--- src/rtl/output_backprop.sv ---
// Backward pass for the output neuron: captures a forward result and its operands, then
// walks the weights one per cycle applying w_k -= (err * x_k) >>> LR_SHIFT with clamping.
module output_backprop #(
   parameter int unsigned N_IN     = 8,
   parameter int unsigned XW       = 10,
   parameter int unsigned WW       = 8,
   parameter int unsigned FW       = 23,
   parameter int unsigned LR_SHIFT = 10
) (
   input  logic               clk_i,
   input  logic               rst_i,
   input  logic               en_i,
   input  logic               start_i,
   input  logic [FW-1:0]      final_i,
   input  logic [3:0]         target_i,
   input  logic [N_IN*XW-1:0] x_i,
   input  logic [N_IN*WW-1:0] w_i,
   output logic [N_IN*WW-1:0] w_o,
   output logic               busy_o,
   output logic               done_o,
   output logic               err_zero_o,
   output logic               sat_o
);

   localparam int unsigned IdxW = (N_IN > 1) ? $clog2(N_IN) : 1;
   localparam int unsigned EW   = FW + 1;
   localparam int unsigned GW   = FW + XW + 2;
   localparam int unsigned NW   = GW + 1;

   localparam logic [IdxW-1:0] IdxLast = IdxW'(N_IN - 1);
   localparam logic [WW-1:0]   WMax    = {WW{1'b1}};

   localparam logic [1:0] StIdle = 2'd0;
   localparam logic [1:0] StErr  = 2'd1;
   localparam logic [1:0] StUpd  = 2'd2;
   localparam logic [1:0] StDone = 2'd3;

   logic [1:0]           state_q, state_d;
   logic [IdxW-1:0]      idx_q, idx_d;
   logic [FW-1:0]        final_q, final_d;
   logic [3:0]           target_q, target_d;
   logic [N_IN*XW-1:0]   x_q, x_d;
   logic [N_IN*WW-1:0]   wcap_q, wcap_d;
   logic [N_IN*WW-1:0]   w_q, w_d;
   logic signed [EW-1:0] err_q, err_d;
   logic                 done_q, done_d;
   logic                 err_zero_q, err_zero_d;
   logic                 sat_q, sat_d;

   logic [EW-1:0]        diff;
   logic [XW-1:0]        x_sel;
   logic [WW-1:0]        w_sel;
   logic signed [GW-1:0] err_ext, x_ext, grad, delta;
   logic signed [NW-1:0] wn;

   // Operands are widened to the full gradient width so the product never truncates.
   always_comb begin
      diff    = {1'b0, final_q} - {{(EW-4){1'b0}}, target_q};
      x_sel   = x_q[idx_q*XW +: XW];
      w_sel   = wcap_q[idx_q*WW +: WW];
      err_ext = {{(GW-EW){err_q[EW-1]}}, err_q};
      x_ext   = {{(GW-XW){1'b0}}, x_sel};
      grad    = err_ext * x_ext;
      delta   = grad >>> LR_SHIFT;
      wn      = {{(NW-WW){1'b0}}, w_sel} - {delta[GW-1], delta};
   end

   always_comb begin
      state_d    = state_q;
      idx_d      = idx_q;
      final_d    = final_q;
      target_d   = target_q;
      x_d        = x_q;
      wcap_d     = wcap_q;
      w_d        = w_q;
      err_d      = err_q;
      err_zero_d = err_zero_q;
      sat_d      = sat_q;
      case (state_q)
         StIdle: begin
            if (start_i) begin
               final_d    = final_i;
               target_d   = target_i;
               x_d        = x_i;
               wcap_d     = w_i;
               w_d        = w_i;
               err_zero_d = 1'b0;
               sat_d      = 1'b0;
               idx_d      = '0;
               state_d    = StErr;
            end
         end
         StErr: begin
            err_d = $signed(diff);
            if (diff == '0) begin
               err_zero_d = 1'b1;
               state_d    = StDone;
            end else begin
               state_d = StUpd;
            end
         end
         StUpd: begin
            if (wn[NW-1]) begin
               w_d[idx_q*WW +: WW] = '0;
               sat_d               = 1'b1;
            end else if (|wn[NW-2:WW]) begin
               w_d[idx_q*WW +: WW] = WMax;
               sat_d               = 1'b1;
            end else begin
               w_d[idx_q*WW +: WW] = wn[WW-1:0];
            end
            if (idx_q == IdxLast) begin
               state_d = StDone;
            end else begin
               idx_d = idx_q + 1'b1;
            end
         end
         StDone: state_d = StIdle;
         default: state_d = StIdle;
      endcase
      // DONE lasts exactly one cycle, so the pulse is simply "next state is DONE".
      done_d = (state_d == StDone);
   end

   always_ff @(posedge clk_i) begin
      if (!rst_i) begin
         state_q    <= StIdle;
         idx_q      <= '0;
         final_q    <= '0;
         target_q   <= '0;
         x_q        <= '0;
         wcap_q     <= '0;
         w_q        <= '0;
         err_q      <= '0;
         done_q     <= 1'b0;
         err_zero_q <= 1'b0;
         sat_q      <= 1'b0;
      end else if (en_i) begin
         state_q    <= state_d;
         idx_q      <= idx_d;
         final_q    <= final_d;
         target_q   <= target_d;
         x_q        <= x_d;
         wcap_q     <= wcap_d;
         w_q        <= w_d;
         err_q      <= err_d;
         done_q     <= done_d;
         err_zero_q <= err_zero_d;
         sat_q      <= sat_d;
      end
   end

   assign w_o        = w_q;
   assign busy_o     = (state_q != StIdle);
   assign done_o     = done_q;
   assign err_zero_o = err_zero_q;
   assign sat_o      = sat_q;

endmodule

--- config.mk ---
export PLATFORM = sky130hd
export DESIGN_NAME = output_backprop
export DESIGN_NICKNAME = d
export VERILOG_FILES = /design/src/rtl/output_backprop.sv
export SDC_FILE = /design/constraint.sdc
export NUM_CORES = 1
export LEC_CHECK = 0
export BUFFER_PORTS_ARGS = -buffer_cell sky130_fd_sc_hd__buf_4
export CORE_UTILIZATION = 55
export CTS_BUF_LIST = sky130_fd_sc_hd__clkbuf_4
export CTS_CLUSTER_SIZE = 14
export DETAILED_ROUTE_END_ITERATION = 12
export PLACE_DENSITY = 0.72
export SYNTH_ARGS = -nofsm -noshare
export SYNTH_HDL_FRONTEND = slang
export SYNTH_SLANG_ARGS = --single-unit
--- constraint.sdc ---
create_clock -name clk_i -period 12.99 [get_ports clk_i]
set_clock_uncertainty 0.1 [all_clocks]
set_input_delay 3.2475 -clock clk_i [delete_from_list [all_inputs] [get_ports clk_i]]
set_output_delay 3.2475 -clock clk_i [all_outputs]
set_load 0.01 [all_outputs]
==> impl_metrics.yaml <==
run_status:
  status: "completed"
synth:
  avgSynthCellArea_um2: 8.27
  syn_inst: 2629
  synth_xor_area_frac: 0.0221
  yosys_most_used_dff: "dfxtp_1"
  synth_simple_gate_area_frac: 0.219
  synth_mux_area_frac: 0.0426
  synth_area_mm2: 0.0218
  syn_nets: 3107
  synth_compound_area_frac: 0.152
  synth_top_family_by_area: "adder cells"
  synth_top_area_cell: "dfxtp_1"
  synth_edf_count: 0
  ys_warn_count: 0
  async_flop_share: 0
  ys_seq_area_frac: 0.246
  synth.area.top_cells: "dfxtp_1, fa_1, nand2_1, a21oi_1, ha_1"
  synth_cell_type_count: 73
  synth-adder-area-share: 0.247
  synth_top_area_frac: 0.246
  yosys_register_bits: 267
critical_path:
  crit_start: "idx_q[0]"
  reg2reg_from: "idx_q[0]"
  r2r_setup_slack_ns: 1.85
  max_stage_delay_ns: 0.77
  worstPathArrival_ns: 11.63
  slowest_stage: "dfxtp_2"
  end_kind: "flop"
  worst_ep_required_time_ns: 13.48
  critPathMostFrequentCell: "fa_1"
  critPathMaxFanout: 65
  crit_buf_inv: 4
  critPathLaunchType: "flop"
  worstSetupPathType: "reg2reg"
  crit_family: "compound AO/OA/AOI/OAI gates"
cts:
  insertion_delay_ns: 0.75
  ctsLongestPathBuffers: 3
  cts_hold_buffers: 0
  clk_pin_slew_worst_paths_ns: 0.06
  cts_buffers: 73
  post_cts_buffers: 0
  htreeDepth: 3
  cts_tree: "done"
  clkSinkCount: 267
  root_buffer: "clkbuf_4"
  cts-resized-gates: 0
worst_hold_path:
  hold_class: "reg2reg"
  holdCritStartpoint: "x_q[3]"
routing:
  vias_per_cell: 5.82
  ant_nets: 0
  drc_errors: 0
  post_drt_wl_per_cell_um: 18.9
  first_pass_iters: 6
  drt_iter0_drc: 1553
  vias: 19500
  finalWirelength_um: 63400
power_and_ir_drop:
  ir_drop_mv: 0.0582
  p_leak_uw: 0.0101
  power_uw: 2160
  powerDensity_mw_per_mm2: 88.4
floorplan:
  die-height_um: 201
  start_util: 0.560
  dieArea_mm2: 0.0404
  num_rows: 72
  dieWidth_um: 201
  core-area_mm2: 0.0388
  ios: 243
sta:
  min_period_ns: 11.14
  maxSlewViolCount: 0
  period_share: 0.858
  hold_viol: 0
  max_slew_margin: 0.123
  fmax_mhz: 89.8
  setup_violations: 0
  hold_slack_ns: 0.354
  worst_pin_slew_ns: 1.31
  rsz0062_at_grt: "no"
  fin_tns_setup_ns: 0
finish:
  nets: 3265
  layout-drive-gt1-share: 0.151
  fill_cells: 3392
  area_growth_syn_to_layout_pct: 12.6
global_route:
  gr-total-overflow: 0
  grt_pass1_vias: 19400
  grt_antenna_before_repair: 2
  grt_pass1_wl_um: 102000
  groute.usage.overall: 0.314
  grt_max_degree: 104
placement:
  dp_hpwl_um: 48400
  port_buffers: 242
  gp_congestion: 0.953
flow_run:
  drv_cap: 0
## tightest hold or removal path, cell delays in order, from the launching register on
cell     delay [ns]
dfxtp_1        0.31
nand2_1        0.05
a21oi_1        0.05
## placed cells by master, fill, tap and decap left out, types with 12 or more instances in the layout
master	netlist	final
nand2_1	569	569
a21oi_1	266	266
dfxtp_1	267	265
buf_4	3	258
inv_1	223	223
fa_1	210	210
nor2_1	104	104
clkbuf_4	0	95
ha_1	93	92
and2_1	79	79
o21ai_0	68	68
nor2b_1	50	50
nor3b_1	45	45
nand2b_1	43	43
xnor2_1	36	36
mux4_2	34	34
nor3_1	29	29
a221oi_1	25	25
a2bb2oi_1	25	25
o21ai_1	23	23
a211oi_1	20	20
xor2_1	19	19
nand3_1	19	18
and3_1	19	18
clkinv_1	0	17
nand4_1	15	15
o21bai_1	14	14
nor4_1	12	12
## per-layer routing
layer,part of all wire,GRT usage,wire [um],vias to the layer above
li1,-,-,-,9106
met4,0.026,0.0987,1640,0
met2,0.47,0.494,29600,780
met1,0.44,0.440,27800,9531
met3,0.070,0.0560,4450,106
met5,0,0,0,-
## power breakdown
| group | switching, uW | total, uW | internal (uW) |
|---|---|---|---|
| Combinational | 340 | 555 | 215 |
| Sequential | 48.5 | 916 | 868 |
| Clock | 353 | 694 | 340 |
## final timing paths
path,to,cells after the start
setup / recovery,w_o[44],32
hold / removal,x_q[3],2
setup reg to reg,w_o[44],32
hold reg to reg,x_q[3],2
## flip-flops by register name, indices dropped and copies added (netlist names)
name / cells
done_o: 1
target_q: 4
state_q: 2
final_q: 23
x_q: 80
err_zero_o: 1
err_q: 24
idx_q: 3
w_o: 64
wcap_q: 64
sat_o: 1
## cell usage after synthesis, drive strengths merged, types with 27 or more instances
cell      n
clkbuf  148
a21oi   266
xnor2    36
mux4     34
dfxtp   267
inv     225
nor3     29
nor2    104
ha       93
and2     79
buf      27
o21ai    91
nand2b   43
nor2b    50
nor3b    45
fa      210
nand2   570
a221oi   35
## metrics by stage
stage / util / area (um^2) / cells / worst slack, ns
3_5_place_dp: 0.610 / 23700 / 3230 / 1.90
2_1_floorplan: - / 21800 / 2629 / 2.94
5_1_grt: 0.631 / 24500 / 3352 / 1.05
6_report: 0.631 / 24500 / 3352 / 1.85
4_1_cts: 0.631 / 24500 / 3350 / 1.83
3_3_place_gp: 0.610 / 23700 / 3230 / 2.22
## area by class of cell
class / instances / area [um^2] / area share
Clock inverter: 25 / 105 / 0.00429
Sequential cell: 267 / 5350 / 0.218
Antenna cell: 2 / 5.00 / 0.000204
Inverter: 225 / 850 / 0.0347
Timing Repair Buffer: 258 / 1940 / 0.0791
Clock buffer: 95 / 713 / 0.0291
Multi-Input combinational cell: 1962 / 14900 / 0.608
Tap cell: 518 / 648 / 0.0265
## kinds of logic after synthesis
| group | after synthesis |
|---|---|
| multiplexers | 49 |
| buffers and inverters | 400 |
| AO/OA/AOI/OAI | 533 |
| adder cells (fa/ha/maj) | 303 |
| XOR/XNOR | 55 |
| AND/OR/NAND/NOR | 1022 |
| flip-flops | 267 |
No activity file was read; power rests on OpenSTA's default activity.
